### config.mk
export PLATFORM = sky130hd
export DESIGN_NAME = alu_exec_unit
export DESIGN_NICKNAME = d
export VERILOG_FILES = /design/src/rtl/alu_pkg.sv /design/src/rtl/serial_divider.sv /design/src/rtl/alu_exec_unit.sv
export SDC_FILE = /design/constraint.sdc
export NUM_CORES = 1
export LEC_CHECK = 0
export ABC_CLOCK_PERIOD_IN_PS = 3700
export CORE_MARGIN = 2
export CORE_UTILIZATION = 30
export DETAILED_ROUTE_END_ITERATION = 7
export GPL_ROUTABILITY_DRIVEN = 0
export PLACE_DENSITY = 0.55
export SYNTH_ARGS = -nofsm -noshare
export SYNTH_HDL_FRONTEND = slang
export SYNTH_SLANG_ARGS = --single-unit
### constraint.sdc
create_clock -name clk -period 3.7 [get_ports clk]
set_clock_uncertainty 0.1 [all_clocks]
set_input_delay 0.925 -clock clk [delete_from_list [all_inputs] [get_ports clk]]
set_output_delay 0.925 -clock clk [all_outputs]
set_load 0.03 [all_outputs]
### src/rtl/alu_pkg.sv
// Shared ALUOp encodings and execute-stage FSM states.
// Imported by both the opcode decoder and alu_exec_unit.
package alu_pkg;

  localparam int ALU_XLEN = 32;
  localparam int ALU_OPW  = 5;

  localparam logic [4:0] ALU_ADD     = 5'b00000;
  localparam logic [4:0] ALU_SUB     = 5'b00001;
  localparam logic [4:0] ALU_AND     = 5'b00100;
  localparam logic [4:0] ALU_OR      = 5'b00101;
  localparam logic [4:0] ALU_XOR     = 5'b00110;
  localparam logic [4:0] ALU_SLL     = 5'b00111;
  localparam logic [4:0] ALU_SRL     = 5'b01000;
  localparam logic [4:0] ALU_SRA     = 5'b01001;
  localparam logic [4:0] ALU_SLTU    = 5'b01010;
  localparam logic [4:0] ALU_SLT     = 5'b01011;
  localparam logic [4:0] ALU_MUL     = 5'b01100;
  localparam logic [4:0] ALU_MULH    = 5'b01101;
  localparam logic [4:0] ALU_MULHSU  = 5'b10100;
  localparam logic [4:0] ALU_MULHU   = 5'b10001;
  localparam logic [4:0] ALU_DIV     = 5'b10010;
  localparam logic [4:0] ALU_DIVU    = 5'b01110;
  localparam logic [4:0] ALU_REM     = 5'b10011;
  localparam logic [4:0] ALU_REMU    = 5'b01111;
  localparam logic [4:0] ALU_INVALID = 5'b11111;

  typedef enum logic [1:0] {
    IDLE = 2'd0,
    DIV  = 2'd1,
    FIX  = 2'd2
  } alu_state_e;

endpackage

### src/rtl/serial_divider.sv
// Unsigned restoring radix-2 divider, one quotient bit per clock.
// Operands are magnitudes; sign handling lives in the caller.
module serial_divider #(
  parameter int XLEN       = 32,
  parameter int DIV_CYCLES = 32
) (
  input  logic            i_clk,
  input  logic            i_rst,
  input  logic            i_kill,
  input  logic            i_start,
  input  logic [XLEN-1:0] i_dividend,
  input  logic [XLEN-1:0] i_divisor,
  output logic            o_done,
  output logic [XLEN-1:0] o_quotient,
  output logic [XLEN-1:0] o_remainder
);

  localparam int CW = $clog2(DIV_CYCLES + 1);

  logic [XLEN-1:0] r_quo;
  logic [XLEN-1:0] r_rem;
  logic [XLEN-1:0] r_dvs;
  logic [CW-1:0]   r_cnt;
  logic            r_done;

  logic [XLEN:0]   w_sh;
  logic [XLEN:0]   w_diff;
  logic            w_ge;

  // Partial remainder shifted left, taking the next dividend bit from the quotient register
  assign w_sh   = {r_rem, r_quo[XLEN-1]};
  assign w_ge   = (w_sh >= {1'b0, r_dvs});
  assign w_diff = w_sh - {1'b0, r_dvs};

  always_ff @(posedge i_clk or posedge i_rst) begin
    if (i_rst) begin
      r_quo  <= '0;
      r_rem  <= '0;
      r_dvs  <= '0;
      r_cnt  <= '0;
      r_done <= 1'b0;
    end else begin
      r_done <= 1'b0;
      if (i_kill) begin
        r_cnt <= '0;
      end else if (i_start) begin
        r_quo <= i_dividend;
        r_rem <= '0;
        r_dvs <= i_divisor;
        r_cnt <= CW'(DIV_CYCLES);
      end else if (r_cnt != '0) begin
        r_rem  <= w_ge ? w_diff[XLEN-1:0] : w_sh[XLEN-1:0];
        r_quo  <= {r_quo[XLEN-2:0], w_ge};
        r_cnt  <= r_cnt - 1'b1;
        r_done <= (r_cnt == CW'(1));
      end
    end
  end

  assign o_done      = r_done;
  assign o_quotient  = r_quo;
  assign o_remainder = r_rem;

endmodule

### src/rtl/alu_exec_unit.sv
// Integer execute stage: single-cycle ALU ops plus iterative divide, valid/ready on both sides.
// ALU_EXEC_MULDIV_EN enables multiply/divide; without it those codes complete as illegal.
module alu_exec_unit
  import alu_pkg::*;
#(
  parameter int XLEN       = ALU_XLEN,
  parameter int OPW        = ALU_OPW,
  parameter int DIV_CYCLES = XLEN
) (
  input  logic            clk,
  input  logic            rst,
  input  logic            flush,
  input  logic            in_valid,
  output logic            in_ready,
  input  logic [OPW-1:0]  alu_op,
  input  logic [XLEN-1:0] src_a,
  input  logic [XLEN-1:0] src_b,
  output logic            out_valid,
  input  logic            out_ready,
  output logic [XLEN-1:0] result,
  output logic            zero,
  output logic            illegal,
  output logic            busy
);

  localparam int SHW = $clog2(XLEN);

  alu_state_e      r_state;
  alu_state_e      w_state_nxt;

  logic            r_out_valid;
  logic [XLEN-1:0] r_result;
  logic            r_zero;
  logic            r_illegal;

  logic            w_accept;
  logic            w_go_div;
  logic            w_ill;
  logic [XLEN-1:0] w_res;
  logic            w_fix_done;
  logic [XLEN-1:0] w_fix_res;
  logic [SHW-1:0]  w_shamt;

  assign w_shamt  = src_b[SHW-1:0];
  assign in_ready = (r_state == IDLE) && (!r_out_valid || out_ready) && !flush && !rst;
  assign w_accept = in_valid && in_ready;

`ifdef ALU_EXEC_MULDIV_EN
  localparam logic [XLEN-1:0] MIN_NEG = {1'b1, {(XLEN-1){1'b0}}};

  logic              w_mul_sa;
  logic              w_mul_sb;
  logic [2*XLEN-1:0] w_mul_a;
  logic [2*XLEN-1:0] w_mul_b;
  logic [2*XLEN-1:0] w_prod;
  logic              w_div_sgn;
  logic              w_div_rem;
  logic              w_a_neg;
  logic              w_b_neg;
  logic              w_div_zero;
  logic              w_div_ovf;
  logic [XLEN-1:0]   w_mag_a;
  logic [XLEN-1:0]   w_mag_b;
  logic [XLEN-1:0]   w_quo;
  logic [XLEN-1:0]   w_rem;
  logic              w_div_done;
  logic              r_neg_q;
  logic              r_neg_r;
  logic              r_is_rem;

  // Sign-extend to 2*XLEN so one unsigned multiplier serves all high/low variants
  assign w_mul_sa = (alu_op == ALU_MULH) || (alu_op == ALU_MULHSU);
  assign w_mul_sb = (alu_op == ALU_MULH);
  assign w_mul_a  = {{XLEN{w_mul_sa & src_a[XLEN-1]}}, src_a};
  assign w_mul_b  = {{XLEN{w_mul_sb & src_b[XLEN-1]}}, src_b};
  assign w_prod   = w_mul_a * w_mul_b;

  assign w_div_sgn  = (alu_op == ALU_DIV) || (alu_op == ALU_REM);
  assign w_div_rem  = (alu_op == ALU_REM) || (alu_op == ALU_REMU);
  assign w_a_neg    = w_div_sgn & src_a[XLEN-1];
  assign w_b_neg    = w_div_sgn & src_b[XLEN-1];
  assign w_mag_a    = w_a_neg ? -src_a : src_a;
  assign w_mag_b    = w_b_neg ? -src_b : src_b;
  assign w_div_zero = (src_b == '0);
  assign w_div_ovf  = w_div_sgn && (src_a == MIN_NEG) && (&src_b);

  serial_divider #(
    .XLEN       (XLEN),
    .DIV_CYCLES (DIV_CYCLES)
  ) u_div (
    .i_clk       (clk),
    .i_rst       (rst),
    .i_kill      (flush),
    .i_start     (w_accept && w_go_div),
    .i_dividend  (w_mag_a),
    .i_divisor   (w_mag_b),
    .o_done      (w_div_done),
    .o_quotient  (w_quo),
    .o_remainder (w_rem)
  );

  always_ff @(posedge clk or posedge rst) begin
    if (rst) begin
      r_neg_q  <= 1'b0;
      r_neg_r  <= 1'b0;
      r_is_rem <= 1'b0;
    end else if (w_accept && w_go_div) begin
      r_neg_q  <= w_a_neg ^ w_b_neg;
      r_neg_r  <= w_a_neg;
      r_is_rem <= w_div_rem;
    end
  end

  // Remainder follows the dividend's sign; quotient is negated when signs differ
  assign w_fix_res  = r_is_rem ? (r_neg_r ? -w_rem : w_rem)
                               : (r_neg_q ? -w_quo : w_quo);
  assign w_fix_done = (r_state == FIX) && !flush;
  assign busy       = (r_state != IDLE);
`else
  assign w_fix_res  = '0;
  assign w_fix_done = 1'b0;
  assign busy       = 1'b0;
`endif

  always_comb begin
    w_res    = '0;
    w_ill    = 1'b0;
    w_go_div = 1'b0;
    case (alu_op)
      ALU_ADD:  w_res = src_a + src_b;
      ALU_SUB:  w_res = src_a - src_b;
      ALU_AND:  w_res = src_a & src_b;
      ALU_OR:   w_res = src_a | src_b;
      ALU_XOR:  w_res = src_a ^ src_b;
      ALU_SLL:  w_res = src_a << w_shamt;
      ALU_SRL:  w_res = src_a >> w_shamt;
      ALU_SRA:  w_res = $unsigned($signed(src_a) >>> w_shamt);
      ALU_SLTU: w_res = {{(XLEN-1){1'b0}}, (src_a < src_b)};
      ALU_SLT:  w_res = {{(XLEN-1){1'b0}}, ($signed(src_a) < $signed(src_b))};
`ifdef ALU_EXEC_MULDIV_EN
      ALU_MUL:  w_res = w_prod[XLEN-1:0];
      ALU_MULH, ALU_MULHSU, ALU_MULHU:
                w_res = w_prod[2*XLEN-1:XLEN];
      // Zero divisor and signed overflow bypass the divider with fixed answers
      ALU_DIV, ALU_DIVU, ALU_REM, ALU_REMU: begin
        if (w_div_zero)
          w_res = w_div_rem ? src_a : '1;
        else if (w_div_ovf)
          w_res = w_div_rem ? '0 : MIN_NEG;
        else
          w_go_div = 1'b1;
      end
`else
      ALU_MUL, ALU_MULH, ALU_MULHSU, ALU_MULHU,
      ALU_DIV, ALU_DIVU, ALU_REM, ALU_REMU:
                w_ill = 1'b1;
`endif
      ALU_INVALID: w_ill = 1'b1;
      default:     w_ill = 1'b1;
    endcase
  end

  always_ff @(posedge clk or posedge rst) begin
    if (rst) r_state <= IDLE;
    else     r_state <= w_state_nxt;
  end

  always_comb begin
    w_state_nxt = r_state;
`ifdef ALU_EXEC_MULDIV_EN
    case (r_state)
      IDLE:    if (w_accept && w_go_div) w_state_nxt = DIV;
      DIV:     if (w_div_done) w_state_nxt = FIX;
      FIX:     w_state_nxt = IDLE;
      default: w_state_nxt = IDLE;
    endcase
    if (flush) w_state_nxt = IDLE;
`else
    w_state_nxt = IDLE;
`endif
  end

  // A new completion overrides the drain so back-to-back ops sustain one result per cycle
  always_ff @(posedge clk or posedge rst) begin
    if (rst) begin
      r_out_valid <= 1'b0;
      r_result    <= '0;
      r_zero      <= 1'b0;
      r_illegal   <= 1'b0;
    end else if (flush) begin
      r_out_valid <= 1'b0;
    end else if (w_accept && !w_go_div) begin
      r_out_valid <= 1'b1;
      r_result    <= w_res;
      r_zero      <= (w_res == '0);
      r_illegal   <= w_ill;
    end else if (w_fix_done) begin
      r_out_valid <= 1'b1;
      r_result    <= w_fix_res;
      r_zero      <= (w_fix_res == '0);
      r_illegal   <= 1'b0;
    end else if (r_out_valid && out_ready) begin
      r_out_valid <= 1'b0;
    end
  end

  assign out_valid = r_out_valid;
  assign result    = r_result;
  assign zero      = r_zero;
  assign illegal   = r_illegal;

endmodule
==> impl_results.md <==
- GRT Overall Usage: 0.321
- Starting density of the core: 0.302
- Fin Setup TNS: -2310 ps
- WL final: 64.0 mm
- Vias: 16,000
- CP Launch Type: input pin
- Die Span Y: 195 um
- DR DRC count: 0
- Sw frac: 0.451
- R2R Setup Slk: slightly below 700 ps
- Clk sinks: 35
- Largest net degree at the start of global routing: 53
- Post-synth ARST share: 1.00
- Top_reg_cell synth: dfrtp_1
- CP arrival: 4250 ps
- Period utilization: 1.13
- Largest cells by area after synthesis: ha_1 11%, dfrtp_1 8.0%, mux2i_1 5.8%, nor2_1 5.3%, o21ai_0 5.0%
- Adder-cell share of the synthesized area: 0.116
- DR WL met2: 26.9 mm
- Post-route cell area: 18,900 um2
- RR Endpoint: zero
- Synthesized area: 11,000 um2
- Worst vdd ir: 0.153 mV
- Post-Syn Instances: 1,538
- RSZ-0062 raised after global routing: true
- Via density: 6.03
- Post-DRT Antenna Nets: 0
- Yosys cell types: 90
- # rows: 70
- Max-cap viol count: 0
- Initial DRC count: about 2,400
- Reg2Reg Depth: 11
- Avg WL per Cell: 24.2 um
- Synth area leader: ha_1
- YS warnings: 0
- Endpoint type of the worst setup path: flop
- Leakage: roughly 8.5 nW
- Flop pwr share: 0.121
- Pre-antenna DRT Iters: 8
- Mapped Avg Cell Area: 7.14 um2
- Largest family of logic cells by synthesized area: compound AO/OA/AOI/OAI gates
- Final Hold Viols: 0
- HP Start: result[10]
- Placed cell area: 16,700 um2
- CTS tree: done
- CP Max Fanout: 5
- Most frequent cells in the layout: 582 x buf_4, 139 x nor2_1, 122 x nand2_1, 87 x a21oi_1, 85 x o21ai_0
- Sequential element share of the synthesized area: 0.0797
- Hold path depth: 2
- Initial antenna violation count: 1
- Synthesis-stage register bit count: 35
- Clk pin slew, worst setup/hold paths: 60 ps
- Post-synth EDFFs: 0
- GRT overflow: 0
- DR top layer: met4
- PortBufs: 109
- Hold-fix buffers, CTS: 0
- Final setup viols: 13
- Filler Cell Count: about 3,400
- Fraction of layout cells with a size suffix above 1: 0.450
- DPL Wire Length: 50.6 mm
- Post-synthesis compound-gate area fraction: 0.316
- Full die area: approximately 38,000 um2
- Yosys top cell area share: 0.113
- Multiplexer share of the synthesized area: 0.154
- Critical setup path kind: in -> reg
- Max Slew Vio Count: 0
- Fmax: between 200 and 250 MHz
- Vias in the first global route: between 15,000 and 20,000
- Tmin final: ~4200 ps
- Hold crit path type: reg -> reg
- Leading cell type in the layout, fill and taps excluded: buf_4
- Cts bufs inserted: 5
- FF-to-FF Start: out_valid
- PD cells: about 200 nW/um2
- Min-Delay Endpoint: result[10]
- Met3 wire len: 6.72 mm
- Worst Path Required: 3780 ps
- Later-pin clock latency in the skew report: 270 ps
- Failing checks: negative setup slack
- Worst setup margin: -472 ps
- Number of H-tree levels: 2
- Slew headroom: 0.382
- I/O Pins: 111
- Syn nets: ~1,700
- Nets@finish: 2,354
- Logic gate share of total power: 0.757
- Sum of routed wire segments on met1: 24.8 mm
- Clock share of power: 0.122
- Filler-free cell count of the finished design: 2,649
- Core area: 36,300 um2
- Layout area overhead: 72.4%
- Dpl cells: 2,584
- XOR/XNOR share of the synthesized area: 0.0167
- Slew of the pin with the lowest slew margin: 927 ps
- Outcome: finished with violations
- Maximum clock insertion buffer count: 2
- Internal: 2.13 mW
- Die width: between 150 and 200 um
- First-pass GRT wire length: 94.1 mm
- Psw: 1.75 mW
- Post-synthesis simple-gate area fraction: 0.235
- Root Buffer: clkbuf_16
[power groups by stage]
stage / Combinational (mW) / Sequential (mW) / Clock [mW]
2_1_floorplan: 1.07 / 0.580 / 0
6_report: 2.93 / 0.469 / 0.472
5_1_grt: 3.06 / 0.477 / 0.496
3_5_place_dp: 2.45 / 0.476 / 0
3_3_place_gp: 2.43 / 0.473 / 0
4_1_cts: 2.71 / 0.470 / 0.481
[worst max-delay path, stage by stage]
cell and delay [ps]:
buf_12 120, ha_4 160, fa_2 420, o21ba_4 220
or4_4 470, buf_6 150, a21oi_1 130, nor4_1 80
xnor2_1 170, a211oi_2 240, and4_1 220, nand4_1 140
nor4_2 390, nand4b_1 180, o41ai_2 230
[kinds of logic after synthesis]
| kind of cell | after synthesis |
|---|---|
| buffers and inverters | 215 |
| xor gates and xnor gates | 21 |
| DFF | 35 |
| muxes | 130 |
| and+or+nand+nor | 526 |
| other | 1 |
| adders and majority gates | 101 |
| AOI/OAI and AO/OA | 509 |
[synthesized netlist by cell type, types with 10 or more instances]
library cell  instances
o22ai_1              15
or3_1                13
nor4_1               23
nor2b_1              24
a31oi_1              13
and3_1               17
nor2_1              154
mux2_2               33
o311ai_0             10
a21oi_1             107
nand4_1              17
o31ai_1              12
a221oi_1             13
nand2_1             129
a211oi_1             40
buf_1                13
nand2b_1             22
buf_2                19
o211ai_1             30
dfrtp_1              35
a22oi_1              18
inv_1                97
xnor2_1              19
o21ai_0             110
mux2i_1              64
o221ai_1             11
mux4_2               23
ha_1                 99
nor3_1               39
a2111oi_0            14
a21o_1               13
nand3_1              45
clkbuf_1             75
[final cells by class]
class | count | area [um2] | area share
inverter | 98 | 398 | 0.0210
multi-input combinational | 1288 | 10700 | 0.564
clock inverter | 3 | 43.8 | 0.00231
antenna | 1 | 2.50 | 0.000132
clock buffer | 5 | 125 | 0.00661
tap | 468 | 586 | 0.0309
sequential | 35 | 876 | 0.0463
timing repair buffer | 751 | 6220 | 0.329
[metrics by stage]
step	hold WS, ps	power [mW]	utilization	setup slack (ps)
detailed placement	372	2.92	0.460	-1400
floorplan	558	1.65	-	-500
CTS	384	3.66	0.504	-579
global placement	363	2.90	0.460	-1300
finish	384	3.87	0.521	-472
global route	393	4.04	0.521	-543
[timing repair]
item,in CTS,in global routing
setup endpoints to repair,29,28
setup buffers,43,17
gates cloned,1,0
pin swaps,92,73
gates resized for setup,360,119
[worst max path at each step]
stage               startpoint   end  slack, ps
global placement     src_a[14]  zero      -1300
detailed placement   src_a[14]  zero      -1400
CTS                   src_b[0]  zero       -580
finish                src_b[0]  zero       -470
global route          src_b[0]  zero       -540
floorplan             src_b[2]  zero       -500
[state kept, by name, indices dropped and copies added, names as in the netlist]
signal	count
result	32
out_valid	1
illegal	1
zero	1
[routing by layer]
| metal | GRT usage | vias up |
|---|---|---|
| li1 | - | 7074 |
| met1 | 0.408 | 7514 |
| met2 | 0.497 | 1124 |
| met3 | 0.0556 | 273 |
| met4 | 0.221 | 0 |
| met5 | 0 | - |
No activity file was read; power rests on OpenSTA's default activity.
